[config.mk]
export PLATFORM = sky130hd
export DESIGN_NAME = pyc_pkt_rr_arb_flat
export DESIGN_NICKNAME = d
export VERILOG_FILES = /design/src/rtl/pyc_pkt_rr_arb_if.sv /design/src/rtl/pyc_pkt_rr_arb.sv /design/src/flat_wrapper.sv
export SDC_FILE = /design/constraint.sdc
export NUM_CORES = 1
export LEC_CHECK = 0
export CORE_MARGIN = 10
export CORE_UTILIZATION = 29
export CTS_CLUSTER_DIAMETER = 120
export CTS_CLUSTER_SIZE = 14
export DETAILED_ROUTE_END_ITERATION = 16
export PLACE_DENSITY = 0.79
export SETUP_SLACK_MARGIN = 0.2
export SLEW_MARGIN = 10
export SYNTH_ARGS = -nofsm -noshare
export SYNTH_HDL_FRONTEND = slang
export SYNTH_SLANG_ARGS = --single-unit
[constraint.sdc]
create_clock -name clk -period 4.8 [get_ports clk]
set_input_delay 1.44 -clock clk [delete_from_list [all_inputs] [get_ports clk]]
set_output_delay 1.44 -clock clk [all_outputs]
set_load 0.01 [all_outputs]
[src/rtl/pyc_pkt_rr_arb_if.sv]
// Bundle of requester-side and downstream-side ready/valid signals for the
// packet round-robin arbiter. The slave modport is the arbiter's view.
interface pyc_pkt_rr_arb_if #(
  parameter int WIDTH = 32,
  parameter int N     = 4
);
  localparam int SEL_W = $clog2(N <= 1 ? 2 : N);

  logic [N-1:0]            in_valid;
  logic [N-1:0]            in_ready;
  logic [N-1:0][WIDTH-1:0] in_data;
  logic [N-1:0]            in_last;
  logic                    out_valid;
  logic                    out_ready;
  logic [WIDTH-1:0]        out_data;
  logic                    out_last;
  logic [SEL_W-1:0]        out_sel;
  logic                    busy;

  modport master (
    output in_valid, in_data, in_last, out_ready,
    input  in_ready, out_valid, out_data, out_last, out_sel, busy
  );

  modport slave (
    input  in_valid, in_data, in_last, out_ready,
    output in_ready, out_valid, out_data, out_last, out_sel, busy
  );
endinterface

[src/rtl/pyc_pkt_rr_arb.sv]
// Packet-aware round-robin arbiter: grant locks to one requester for a whole
// packet, and the head of rotation may send up to QUANTUM packets per turn.
module pyc_pkt_rr_arb #(
  parameter int WIDTH   = 32,
  parameter int N       = 4,
  parameter int QUANTUM = 1
) (
  input logic               clk,
  input logic               rst_n,
  pyc_pkt_rr_arb_if.slave   bus
);
  localparam int SEL_W = $clog2(N <= 1 ? 2 : N);
  localparam int CNT_W = $clog2(QUANTUM + 1);

  logic             locked, locked_nxt;
  logic [SEL_W-1:0] owner, owner_nxt;
  logic [SEL_W-1:0] rr_ptr, rr_ptr_nxt;
  logic [CNT_W-1:0] pkt_cnt, pkt_cnt_nxt;
  logic [SEL_W-1:0] sel;
  logic             vld, ovld, fire;

  // Selection: owner while locked, otherwise first valid scanning from rr_ptr.
  // The scan runs backwards so the lowest offset from rr_ptr wins.
  always_comb begin
    sel = '0;
    vld = 1'b0;
    if (locked) begin
      sel = owner;
      vld = bus.in_valid[owner];
    end else begin
      for (int k = N - 1; k >= 0; k--) begin
        if (bus.in_valid[(int'(rr_ptr) + k) % N]) begin
          sel = SEL_W'((int'(rr_ptr) + k) % N);
          vld = 1'b1;
        end
      end
    end
  end

  assign ovld = rst_n & vld;
  assign fire = ovld & bus.out_ready;

  always_comb begin
    bus.out_valid = ovld;
    bus.out_data  = '0;
    bus.out_last  = 1'b0;
    if (ovld) begin
      bus.out_data = bus.in_data[sel];
      bus.out_last = bus.in_last[sel];
    end
    bus.out_sel  = rst_n ? sel : '0;
    bus.busy     = rst_n & locked;
    bus.in_ready = '0;
    if (fire) bus.in_ready[sel] = 1'b1;
  end

  always_comb begin
    locked_nxt  = locked;
    owner_nxt   = owner;
    rr_ptr_nxt  = rr_ptr;
    pkt_cnt_nxt = pkt_cnt;
    if (fire) begin
      if (!bus.in_last[sel]) begin
        locked_nxt = 1'b1;
        owner_nxt  = sel;
      end else begin
        locked_nxt = 1'b0;
        // Head of rotation keeps its turn until its quantum is spent.
        if (sel == rr_ptr && pkt_cnt < CNT_W'(QUANTUM - 1)) begin
          pkt_cnt_nxt = pkt_cnt + 1'b1;
        end else begin
          rr_ptr_nxt  = (sel == SEL_W'(N - 1)) ? '0 : sel + 1'b1;
          pkt_cnt_nxt = '0;
        end
      end
    end
  end

  always_ff @(posedge clk or negedge rst_n) begin
    if (!rst_n) begin
      locked  <= 1'b0;
      owner   <= '0;
      rr_ptr  <= '0;
      pkt_cnt <= '0;
    end else begin
      locked  <= locked_nxt;
      owner   <= owner_nxt;
      rr_ptr  <= rr_ptr_nxt;
      pkt_cnt <= pkt_cnt_nxt;
    end
  end
endmodule

[src/flat_wrapper.sv]
// flat-port wrapper written by rule: the top's interface ports become plain ports
module pyc_pkt_rr_arb_flat 
#(
  parameter int WIDTH   = 32,
  parameter int N       = 4,
  parameter int QUANTUM = 1
)
  (clk, rst_n, bus_in_valid, bus_in_data, bus_in_last, bus_out_ready, bus_in_ready, bus_out_valid, bus_out_data, bus_out_last, bus_out_sel, bus_busy);
  pyc_pkt_rr_arb_if #(.WIDTH(WIDTH), .N(N)) bus_i ();
  input logic clk;
  input logic rst_n;
  input wire logic [$bits(bus_i.in_valid)-1:0] bus_in_valid;
  input wire logic [$bits(bus_i.in_data)-1:0] bus_in_data;
  input wire logic [$bits(bus_i.in_last)-1:0] bus_in_last;
  input wire logic [$bits(bus_i.out_ready)-1:0] bus_out_ready;
  output wire logic [$bits(bus_i.in_ready)-1:0] bus_in_ready;
  output wire logic [$bits(bus_i.out_valid)-1:0] bus_out_valid;
  output wire logic [$bits(bus_i.out_data)-1:0] bus_out_data;
  output wire logic [$bits(bus_i.out_last)-1:0] bus_out_last;
  output wire logic [$bits(bus_i.out_sel)-1:0] bus_out_sel;
  output wire logic [$bits(bus_i.busy)-1:0] bus_busy;
  assign bus_i.in_valid = bus_in_valid;
  assign bus_i.in_data = bus_in_data;
  assign bus_i.in_last = bus_in_last;
  assign bus_i.out_ready = bus_out_ready;
  assign bus_in_ready = bus_i.in_ready;
  assign bus_out_valid = bus_i.out_valid;
  assign bus_out_data = bus_i.out_data;
  assign bus_out_last = bus_i.out_last;
  assign bus_out_sel = bus_i.out_sel;
  assign bus_busy = bus_i.busy;
  pyc_pkt_rr_arb #(.WIDTH(WIDTH), .N(N), .QUANTUM(QUANTUM)) u_core (.clk(clk), .rst_n(rst_n), .bus(bus_i));
endmodule
Word level (Yosys, flattened, before mapping) --
Index checks and enable logic that the tools add are counted.
Storage, ports and cells: output and inout port bits 41, register bits 6
Operators by class: add/subtract/negate cells 5, reduce and logical (&&, ||, !) cells 8, mux-type cells 36, order comparisons 8, equality and inequality tests 2, bitwise operators 8
Operators by type and width (number):
- $bmux 32 s2 | 1
- $mux 32 | 2
- $mux 1 | 18
- $mux 2 | 7
- $bmux 1 s2 | 6
- $lt 3x4->1 const B | 3
- $lt 2x3->1 const B | 3
- $reduce_or 2->1 | 3
- $add 2x1->2 const B | 2
- $add 2x2->2 const B | 2
- $mux 4 | 1
- $reduce_and 2->1 | 2
- $and 1x1->1 | 3
- $and 1x1->1 const A | 3
- $reduce_and 3->1 | 1
- $demux 1 s2 | 1
- $eq 2x2->1 | 1
- $eq 2x2->1 const B | 1
- $ge 2x1->1 const B | 1
- $logic_and 1x1->1 | 2
- $not 1->1 | 2
- $add 1x1->1 const B | 1
- $lt 1x1->1 const B | 1

Depth between registers and ports, before layout --
depth after elaboration 16, gate-level depth with buffers 10

Worst setup path before layout --
OpenSTA, ideal clock, no wires.
path kind input-to-output, start input port bus_in_valid[2], end output port bus_out_data[10], path buffers 3, arrival 3065 ps, path slack 295 ps, stages on the path 9, cell sequence a21boi_1 > a311oi_1 > o211ai_1 > and2_1 > buf_6 > buf_4 > buf_4 > mux2i_1 > a211oi_1
On the way: word-level cells in the longest chain between the ends 11
Ends and longest elaborated chain:
- from (decl) | RTL line flat_wrapper.sv:12 | input wire logic [$bits(bus_i.in_valid)-1:0] bus_in_valid;
- $bmux 1 s2 | RTL line pyc_pkt_rr_arb.sv:32 | if (bus.in_valid[(int'(rr_ptr) + k) % N]) begin
- $mux 1 (not written as such) (2 in series) | RTL line pyc_pkt_rr_arb.sv:32
- $mux 2 (4 in series) | RTL line pyc_pkt_rr_arb.sv:32
- $mux 2 | RTL line pyc_pkt_rr_arb.sv:27 | if (locked) begin
- $bmux 32 s2 | RTL line pyc_pkt_rr_arb.sv:48 | bus.out_data = bus.in_data[sel];
- $mux 32 (not written as such) | RTL line pyc_pkt_rr_arb.sv:48
- $mux 32 * | RTL line pyc_pkt_rr_arb.sv:47 | if (ovld) begin
- to (decl) | RTL line flat_wrapper.sv:18 | output wire logic [$bits(bus_i.out_data)-1:0] bus_out_data;
Every way passes the cells marked *; elsewhere a longest branch is shown, timed or not. The select of a mux whose other input is x is not followed.

Final worst setup path --
start input port bus_in_valid[3], end output port bus_out_data[13]
Same word-level chain as after synthesis.

==> metrics.md <==
| Metric | Value |
|---|---|
| Status | completed |
| Crit-path max cell delay | 0.31 ns |
| Ys flop type | dfrtp_1 |
| Net Switching | 0.00107 W |
| Total global routing overflow | 0 |
| Worst-case clock buffer depth | 2 |
| Place WS | -0.839 ns |
| Sw Share | 43.9% |
| Max-cap viol count | 0 |
| Worst setup margin | 0.102 ns |
| Cell area after synthesis | 1690 µm² |
| FF+latch count, synth | 5 |
| Die area | 9270 µm² |
| Hold depth | 2 |
| I/O Pins | 180 |
| Final GP Congestion | 0.888 |
| DR iter-0 viols | 60 |
| Diode count | 0 |
| Largest net degree at the start of global routing | 31 |
| Reg2reg end | u_core.owner[1] |
| CP required | 3.36 ns |
| Fraction of layout cells with a size suffix above 1 | 44.9% |
| Final worst path period need | 4.70 ns |
| Via Count | 2621 |
| CTS tree | done |
| Unrepaired setup endpoints after global routing | true |
| Crit Path Class | primary input to primary output |
| Initial Util | 30.3% |
| Detailed Routing Iterations Pass 1 | 4 |
| Worst-Margin Slew | 0.334 ns |
| CP dominant cell by count | buf_6 |
| P per Cell Area | 554 nW/µm² |
| Hold Path Class | flop to flop |
| Number of cell rows | 27 |
| Syn avg cell area | 8.08 µm² |
| Hold Buf Count CTS | 0 |
| Met3 Usage GRT | 7.47% |
| Final nets | 578 |
| Worst vdd ir | 0.000332 V |
| Met2 usage | 35.1% |
| Global-route wire length before repair | 14300 µm |
| Max_slew headroom | 77.7% |
| Worst Hold Path EP | u_core.owner[0] |
| Sequential power share | 4.2% |
| Tcrit/Tclk final | 97.9% |
| Vias per cell | 5.18 |
| Slowest CP cell | mux2_4 |
| CTS H-tree depth | 1 |
| Synth cell types | 37 |
| Sink Count | 5 |
| Antenna Nets Post-Route | 0 |
| Cells after Synth | 209 |
| Slew Limit Fails | 0 |
| FF-to-FF Start | u_core.rr_ptr[0] |
| Post-Route WL | 10900 µm |
| Worst hold path startpoint | u_core.owner[0] |
| Crit-path cells | buf_8 -> buf_6 -> a311oi_2 -> o211ai_1 -> buf_4 -> and2_4 -> buf_6 -> buf_6 -> mux2_4 -> nor2_4 -> a211oi_2 -> buf_2 |
| Final setup violation count | 0 |
| Comb power frac | 92.6% |
| Critical path launch point type | primary input |
| Final hold violations | 0 |
| R2R setup slack | 2.30 ns |
| Pint | 0.00136 W |
| Met1 Resource Use GR | 20.5% |
| Final setup skew | 0.00247 ns |
| Layout fillers | 404 |
| Total core area | 5570 µm² |
| P&R area growth vs syn | 160% |
| Clk pwr share | 3.2% |
| CP max FO | 8 |
| Root Driver | clkbuf_8 |
| HPWL Detailed | 7870 µm |
| Sequential fraction of the synthesis area | 7.41% |
| Fmax | 213 MHz |
| Clock slew at reported path FFs | 0.04 ns |
| I/O Buffers | 179 |
| Critical Path Sink Type | primary output |
| CP arrival | 3.26 ns |
| Net Count, Synth | 352 |
| Wire per inst | 21.6 µm |
| TNS Setup | 0 ns |
| Post-synth EDFFs | 0 |
| FFs w/ async S/R, synth | 100% |
| Synth Warn # | 0 |
| Total track usage | 19.7% |
| Num CTS Buffers | 3 |
| Reg2reg path depth | 10 |
| Die Width | 96.3 µm |
| GRT busiest layer | met2 |
| DRC | 0 |
| Vias in the first global route | 2662 |
| Leakage | 1.93 nW |
| Skew-Pair Late Insertion Delay | 0.22 ns |
| Chip height | 96.3 µm |
| Initial antenna violation count | 0 |
metrics by stage:
step                cell area, µm²  power, W  hold slack, ns  instances  util, %
finish                        4380   0.00243           0.560        506     78.7
global route                  4380   0.00256           0.608        506     78.7
CTS                           3910   0.00198           0.566        493     70.1
detailed placement            3730   0.00167           0.562        471     67.0
global placement              3730   0.00165           0.543        471     67.0
floorplan                     1690  0.000962           0.510        209        -
cell usage in the layout, fill, tap and decap left out, types with 3 or more instances in the layout:
cell type and instances:
mux2_1 10, nand2_1 5, nor2_1 11, mux2_4 23, clkdlybuf4s50_1 136, buf_12 5, buf_6 23, and3_1 4
and2_4 3, a211oi_2 21, inv_2 3, mux2i_1 30, ha_1 3, buf_4 32, clkbuf_8 3, nor2_2 8
a211oi_1 11, and2_1 3, buf_2 35, dfrtp_1 5, a21oi_1 3, nor2_4 15
synth_stat cells (3+ instances only):
cell type | instances | area (µm²)
mux2i_1 | 32 | 320
ha_1 | 4 | 50.1
nor2b_1 | 3 | 18.8
a21oi_1 | 5 | 25.0
dfrtp_1 | 5 | 125
buf_4 | 4 | 30.0
buf_2 | 5 | 25.0
nand2_1 | 5 | 18.8
and2_1 | 4 | 25.0
nor2_1 | 34 | 128
a211oi_1 | 32 | 240
inv_1 | 3 | 11.3
clkbuf_1 | 7 | 26.3
and3_1 | 5 | 31.3
mux2_1 | 33 | 372
worst max-delay path: cells and delay by family:
family,cells,cell delay [ns]
muxes,1,0.31
buffers and inverters,6,0.78
AOI/OAI and AO/OA,3,0.43
and+or+nand+nor,2,0.29
state kept, by name, summed over array words and instances, names as in the netlist:
name           cells
u_core.locked      1
u_core.owner       2
u_core.rr_ptr      2
worst max-delay path by stage:
stage / from / endpoint / slack (ns) / cells past startpoint
2_1_floorplan: bus_in_valid[2] / bus_out_data[10] / 0.29 / 9
3_3_place_gp: bus_in_valid[1] / bus_out_data[12] / -0.70 / 10
3_5_place_dp: bus_in_valid[1] / bus_out_data[18] / -0.84 / 10
4_1_cts: bus_in_valid[3] / bus_out_data[21] / 0.12 / 12
5_1_grt: bus_in_valid[3] / bus_out_data[9] / 0.004 / 12
6_report: bus_in_valid[3] / bus_out_data[13] / 0.10 / 12
cell families after synthesis:
kind of cell | synth area share (%)
AO/OA/AOI/OAI | 23.7
buffers and inverters | 7.04
AND/OR/NAND/NOR | 15.0
multiplexers | 43.9
flip-flops | 7.41
adder cells (fa/ha/maj) | 2.97
power groups by stage:
stage	logic (W)	clock network, W	registers (W)
after floorplan	0.000884	0	0.0000780
after global placement	0.00155	0	0.0000947
after detailed placement	0.00158	0	0.0000966
after CTS	0.00180	0.0000787	0.000100
after global routing	0.00237	0.0000813	0.000106
final	0.00225	0.0000774	0.000103
per-layer routing:
metal  part of all wire, %  vias to the layer above  routed length [µm]
met5                     0                        -                   0
met4                   3.0                        0                 323
met3                   9.9                       26                1080
met2                    51                      143                5530
met1                    37                     1216                4000
li1                      -                     1236                   -
final cells by class:
class | count | area (µm²) | share of cell area (%)
multi-input combinational | 182 | 1850 | 42.1
timing repair buffer | 238 | 2260 | 51.5
clock buffer | 4 | 45.0 | 1.03
tap | 72 | 90.1 | 2.05
sequential | 5 | 125 | 2.85
inverter | 5 | 18.8 | 0.428
repair_timing:
item,in CTS,in global routing
setup endpoints to repair,40,39
buffers inserted,14,13
gates resized for setup,226,98
pin swaps,29,41
cloned,4,0
(Power assumes the default switching activity.)
